[src/rtl/hand_gesture_pkg.sv]
// Shared types for the hand gesture path: gesture codes consumed by the
// downstream decoder and the debounce state encoding.
package hand_gesture_pkg;

    typedef enum logic [3:0] {
        G_NONE   = 4'd0,
        G_UP     = 4'd1,
        G_DOWN   = 4'd2,
        G_LEFT   = 4'd3,
        G_RIGHT  = 4'd4,
        G_FILTER = 4'd5
    } gesture_t;

    typedef enum logic [1:0] {
        ST_NONE    = 2'd0,
        ST_PENDING = 2'd1,
        ST_ACTIVE  = 2'd2
    } dbnc_state_t;

endpackage

[src/rtl/gesture_zone_classifier.sv]
// Per-frame raw classification: area gating, centre dead-zone and
// horizontal/vertical dominance, registered on the centroid strobe.
module gesture_zone_classifier
    import hand_gesture_pkg::*;
#(
    parameter int FRAME_WIDTH  = 240,
    parameter int FRAME_HEIGHT = 320,
    parameter int DEAD_X       = 20,
    parameter int DEAD_Y       = 20,
    parameter int MIN_AREA     = 200,
    parameter int BIG_AREA     = 6000,
    parameter int MIRROR_X     = 1
) (
    input  logic        clk_in,
    input  logic        rst_in,
    input  logic        valid_in,
    input  logic [10:0] x_in,
    input  logic [9:0]  y_in,
    input  logic [16:0] area_in,
    output logic        raw_valid_out,
    output gesture_t    raw_out
);

    localparam logic signed [11:0] CX = 12'(FRAME_WIDTH / 2);
    localparam logic signed [11:0] CY = 12'(FRAME_HEIGHT / 2);

    logic signed [11:0] dx, dy;
    logic [11:0]        adx, ady;
    gesture_t           code;
    gesture_t           left_code, right_code;

    logic     raw_valid_d, raw_valid_q;
    gesture_t raw_d, raw_q;

    // Selfie cameras see the hand mirrored, so left/right trade places.
    assign left_code  = (MIRROR_X != 0) ? G_RIGHT : G_LEFT;
    assign right_code = (MIRROR_X != 0) ? G_LEFT  : G_RIGHT;

    always_comb begin
        dx   = $signed({1'b0, x_in}) - CX;
        dy   = $signed({2'b00, y_in}) - CY;
        adx  = dx[11] ? 12'(-dx) : 12'(dx);
        ady  = dy[11] ? 12'(-dy) : 12'(dy);
        code = G_NONE;
        if (area_in < 17'(MIN_AREA)) begin
            code = G_NONE;
        end else if (area_in >= 17'(BIG_AREA)) begin
            code = G_FILTER;
        end else if (adx <= 12'(DEAD_X) && ady <= 12'(DEAD_Y)) begin
            code = G_NONE;
        end else if (adx >= ady) begin
            code = dx[11] ? left_code : right_code;
        end else begin
            code = dy[11] ? G_UP : G_DOWN;
        end
    end

    always_comb begin
        raw_valid_d = valid_in;
        raw_d       = valid_in ? code : raw_q;
    end

    always_ff @(posedge clk_in or posedge rst_in) begin
        if (rst_in) begin
            raw_valid_q <= 1'b0;
            raw_q       <= G_NONE;
        end else begin
            raw_valid_q <= raw_valid_d;
            raw_q       <= raw_d;
        end
    end

    assign raw_valid_out = raw_valid_q;
    assign raw_out       = raw_q;

endmodule

[src/rtl/hand_gesture_classifier.sv]
// Centroid-to-gesture front end: raw zone classification followed by a
// frame debounce so single-frame glitches never reach the decoder.
module hand_gesture_classifier
    import hand_gesture_pkg::*;
#(
    parameter int FRAME_WIDTH    = 240,
    parameter int FRAME_HEIGHT   = 320,
    parameter int DEAD_X         = 20,
    parameter int DEAD_Y         = 20,
    parameter int MIN_AREA       = 200,
    parameter int BIG_AREA       = 6000,
    parameter int CONFIRM_FRAMES = 3,
    parameter int MIRROR_X       = 1
) (
    input  logic        clk_in,
    input  logic        rst_in,
    input  logic        centroid_valid_in,
    input  logic [10:0] x_in,
    input  logic [9:0]  y_in,
    input  logic [16:0] area_in,
    output logic        new_data_out,
    output logic [3:0]  data_out
);

    logic     raw_valid;
    gesture_t raw;

    gesture_zone_classifier #(
        .FRAME_WIDTH (FRAME_WIDTH),
        .FRAME_HEIGHT(FRAME_HEIGHT),
        .DEAD_X      (DEAD_X),
        .DEAD_Y      (DEAD_Y),
        .MIN_AREA    (MIN_AREA),
        .BIG_AREA    (BIG_AREA),
        .MIRROR_X    (MIRROR_X)
    ) u_zone (
        .clk_in       (clk_in),
        .rst_in       (rst_in),
        .valid_in     (centroid_valid_in),
        .x_in         (x_in),
        .y_in         (y_in),
        .area_in      (area_in),
        .raw_valid_out(raw_valid),
        .raw_out      (raw)
    );

    dbnc_state_t state_d, state_q;
    gesture_t    cand_d, cand_q;
    logic [3:0]  cnt_d, cnt_q;
    logic        new_data_d, new_data_q;
    gesture_t    data_d, data_q;
    logic [4:0]  cnt_inc;
    logic [3:0]  cnt_sat;

    always_comb begin
        cnt_inc = {1'b0, cnt_q} + 5'd1;
        cnt_sat = (cnt_inc >= 5'(CONFIRM_FRAMES)) ? 4'(CONFIRM_FRAMES) : cnt_inc[3:0];
    end

    // Only accepted frames advance the debounce; idle cycles hold everything.
    always_comb begin
        state_d    = state_q;
        cand_d     = cand_q;
        cnt_d      = cnt_q;
        new_data_d = 1'b0;
        data_d     = G_NONE;
        if (raw_valid) begin
            new_data_d = 1'b1;
            if (raw == G_NONE) begin
                state_d = ST_NONE;
                cand_d  = G_NONE;
                cnt_d   = 4'd0;
            end else if (raw != cand_q) begin
                cand_d = raw;
                cnt_d  = 4'd1;
                if (CONFIRM_FRAMES == 1) begin
                    state_d = ST_ACTIVE;
                    data_d  = raw;
                end else begin
                    state_d = ST_PENDING;
                end
            end else begin
                cnt_d = cnt_sat;
                if (cnt_sat == 4'(CONFIRM_FRAMES)) begin
                    state_d = ST_ACTIVE;
                    data_d  = cand_q;
                end else begin
                    state_d = ST_PENDING;
                end
            end
        end
    end

    always_ff @(posedge clk_in or posedge rst_in) begin
        if (rst_in) begin
            state_q    <= ST_NONE;
            cand_q     <= G_NONE;
            cnt_q      <= 4'd0;
            new_data_q <= 1'b0;
            data_q     <= G_NONE;
        end else begin
            state_q    <= state_d;
            cand_q     <= cand_d;
            cnt_q      <= cnt_d;
            new_data_q <= new_data_d;
            data_q     <= data_d;
        end
    end

    assign new_data_out = new_data_q;
    assign data_out     = data_q;

endmodule
[config.mk]
export PLATFORM = sky130hd
export DESIGN_NAME = hand_gesture_classifier
export DESIGN_NICKNAME = d
export VERILOG_FILES = /design/src/rtl/hand_gesture_pkg.sv /design/src/rtl/gesture_zone_classifier.sv /design/src/rtl/hand_gesture_classifier.sv
export SDC_FILE = /design/constraint.sdc
export NUM_CORES = 1
export LEC_CHECK = 0
export CORE_ASPECT_RATIO = 0.6
export CORE_MARGIN = 3
export CORE_UTILIZATION = 35
export CTS_CLUSTER_SIZE = 28
export DETAILED_ROUTE_END_ITERATION = 12
export PLACE_DENSITY = 0.66
export SYNTH_ARGS = -nofsm -noshare
export SYNTH_HDL_FRONTEND = slang
export SYNTH_SLANG_ARGS = --single-unit
[constraint.sdc]
create_clock -name clk_in -period 3.5 [get_ports clk_in]
set_input_delay 0.7 -clock clk_in [delete_from_list [all_inputs] [get_ports clk_in]]
set_output_delay 0.7 -clock clk_in [all_outputs]
set_load 0.01 [all_outputs]
==> flow_summary.ini <==
[logic_synthesis]
synth_ff_type = dfrtp_1
syn_area_um2 = 1834
ys_top_cells_by_area = dfrtp_1, ha_1, xnor2_1
ys_types = 55
yosys_warnings = 0
avgSynthCellArea_um2 = 8.338
yosys.area.top_type_share = 0.2046
synth_compound_area_frac = 0.1903
synth_top_family_by_area = simple AND/OR/NAND/NOR gates
synthMuxAreaShare = 0.04707
synth-adder-area-share = 0.1487
synth-async-reset-ratio = 1.000
synth_xor_area_frac = 0.09959
synth-simple-area-share = 0.2606
synthCells = 220
synth_enable_flop_cells = 0
yosys.area.top_type = dfrtp_1
yosysSeqAreaShare = 0.2046
synth-seq-cells = 15

[sta]
worst_slew_pin_slew_ns = 0.5321
fin_crit_ns = 3.455
post-route-worst-setup-slack_ns = 0.04487
hold_viol = 0
holdWs_ns = 0.5073
max_slew_margin = 0.6449
fmax_ghz = 0.2894
rsz0062_at_grt = yes
setup_viol = 0
fin_worst_skew_ns = 0.004587
drv_slew = 0
post-route-period-util = 0.9872

[floorplanning]
die_h_um = 62.08
start_util = 0.3820
ios = 46
die_area_um2 = 6174
rows = 19
core-area_um2 = 4802
die_w_um = 99.46

[grt]
first_global_vias = 1853
grt_use_total = 0.1580
antenna_found_initial = 0
overflow = 0
grt_max_degree = 16
grt_pass1_wl_um = 8073

[critical_path]
worstPathRequired_ns = 3.63
crit_buf_inv = 3
cp_slowest_cell = clkdlybuf4s50_1
reg2reg_depth = 6
end_kind = flip-flop
arrival_ns = 3.59
path_max_fanout = 3
start_kind = primary input
critPathMaxStageDelay_ns = 0.48
path_cells = clkdlybuf4s50_1 -> nor2_1 -> nor4b_2 -> buf_4 -> or3_4 -> nand2_4 -> ha_4 -> a41oi_2 -> o221ai_2 -> a21oi_2 -> maj3_2 -> o21ai_2 -> buf_4 -> and2_1 -> a221o_1
reg2reg_slack_ns = 1.91
crit_type = primary input to flip-flop
path_common_cell = buf_4
critPathTopFamily = compound AO/OA/AOI/OAI gates
crit_cells = 15

[routing]
wirelength_um = 5222
drc = 0
post_drt_wl_per_cell_um = 13.22
vias_per_cell = 5.129
dr.first_iter.drc_count = 48
vias = 2026
drtAntennaViolNets = 0
dr.pass1.iters = 4

[finish]
fin_area_um2 = 3117
antenna_cells = 0
final_layout_size_suffix_gt1_frac = 0.3825
finalNetCount = 395
syn2layout_area_growth_pct = 69.92

[power_and_ir_drop]
cellPowerDensity_nw_per_um2 = 248.6
worst_ir_drop_vdd_mv = 0.2017
p_total_w = 0.0007747
leakagePower_nw = 1.456

[cts]
clock_latency_ns = 0.24
cts_sinks = 15
clkTransAtPathRegs_ns = 0.06
htreeDepth = 1
root_buffer = clkbuf_8
cts_max_path_buffers = 2
cts_tree = yes
cts_buffers = 3
hold_buffers = 0

[status]
outcome = finished, final reports clean

[min_path]
min_path_type = flip-flop to flip-flop
min_path_cells = 1

[placed_design]
numPortBuffers = 41
pre_cts_ws_ns = -0.5884
place_area_um2 = 2721
hpwl_um = 4012
gp_congestion = 0.7844

[flow_run]
max_cap_viol_count = 0
-- worst reg2reg max path, cell delays in order (launching register included) --
cell and delay, ns:
dfrtp_1 0.42, ha_1 0.22, o21ai_0 0.22, o211ai_1 0.15
nor3_1 0.15, nor2_1 0.05, mux2_2 0.26
-- registers in the layout, indices dropped and copies added, names as in the netlist --
name                  cells
u_zone.raw_valid_out      1
new_data_out              1
u_zone.raw_out            3
data_out                  3
cand_q                    3
cnt_q                     4
-- final timing paths --
check	from	endpoint
min in group asynchronous	rst_in	cand_q[0]
max reg2reg	cnt_q[0]	cnt_q[0]
max	y_in[3]	u_zone.raw_out[2]
min reg2reg	cnt_q[3]	cnt_q[3]
min	cnt_q[3]	cnt_q[3]
max in group asynchronous	rst_in	cnt_q[3]
-- synth_stat cells (3+ instances only) --
cell type,instances
a21oi_1,7
mux2_2,5
nand2_1,14
nand3_1,9
o41ai_1,3
buf_4,4
nor3_1,9
ha_1,21
xnor2_1,11
dfrtp_1,15
inv_1,14
nor2b_1,5
xor2_1,8
mux2i_1,3
nor2_1,19
and2_1,7
o21ai_0,12
a31oi_1,5
-- timing repair --
item	4_1_cts	5_1_grt
resized for setup	30	45
endpoints found under the setup margin	3	3
buffers inserted	5	8
pin swaps	6	24
-- layout by cell type (no fill, tap or decap), types with 3 or more instances in the layout --
cell type	netlist	routed
dfrtp_1	15	15
xnor2_1	11	8
a31oi_1	5	4
inv_2	0	4
nor2_1	19	17
nor3_1	9	7
inv_1	14	10
xor2_1	8	6
ha_4	0	5
nand2_2	1	3
nand2_1	14	11
mux2i_1	3	3
ha_1	21	15
mux2_2	5	5
buf_4	4	67
dlygate4sd2_1	0	3
conb_1	2	4
clkbuf_8	0	3
nor2b_1	5	5
nor2_4	0	3
clkdlybuf4s50_1	0	22
nand3_1	9	9
dlymetal6s2s_1	0	12
o21ai_0	12	10
xor2_2	1	3
and2_1	7	6
a21oi_1	7	5
clkbuf_2	0	3
xnor2_2	0	3
-- metrics by stage --
stage	instances	utilization	TNS (ns)
6_report	395	0.6490	0
5_1_grt	395	0.6490	-0.1029
4_1_cts	387	0.6079	0
3_5_place_dp	378	0.5667	-1.726
3_3_place_gp	378	0.5667	-1.500
2_1_floorplan	222	-	0
-- power breakdown --
group	switching, W	internal [W]	leakage [nW]
Clock	0.0000554	0.0000786	0.0255
Combinational	0.000196	0.000224	1.24
Sequential	0.0000230	0.000198	0.186
Total	0.000274	0.000501	1.46
-- kinds of logic (layout without fill, tap and decap cells) --
logic type	Yosys count	count (layout)
adder cells (fa/ha/maj)	22	22
AND/OR/NAND/NOR	85	85
other	2	4
buffers and inverters	18	128
flip-flops	15	15
XOR/XNOR	20	20
multiplexers	8	8
AO/OA/AOI/OAI	50	50
-- area by class of cell --
class | count | area (um2)
multi-input combinational | 189 | 1617
timing repair buffer | 110 | 947.2
clock inverter | 1 | 5.005
tap | 63 | 78.83
inverter | 14 | 52.55
fill | 395 | 1685
sequential | 15 | 375.4
clock buffer | 3 | 41.29
-- metal layers --
layer,share of wire,wire length [um],vias to the layer above,track usage
li1,-,-,1037,-
met1,0.48,2515,950,0.2211
met2,0.47,2470,33,0.2710
met3,0.038,196,6,0.02230
met4,0.0075,39,0,0.02140
met5,0,0,-,0
Note: power is estimated with default switching activity, not from simulation.
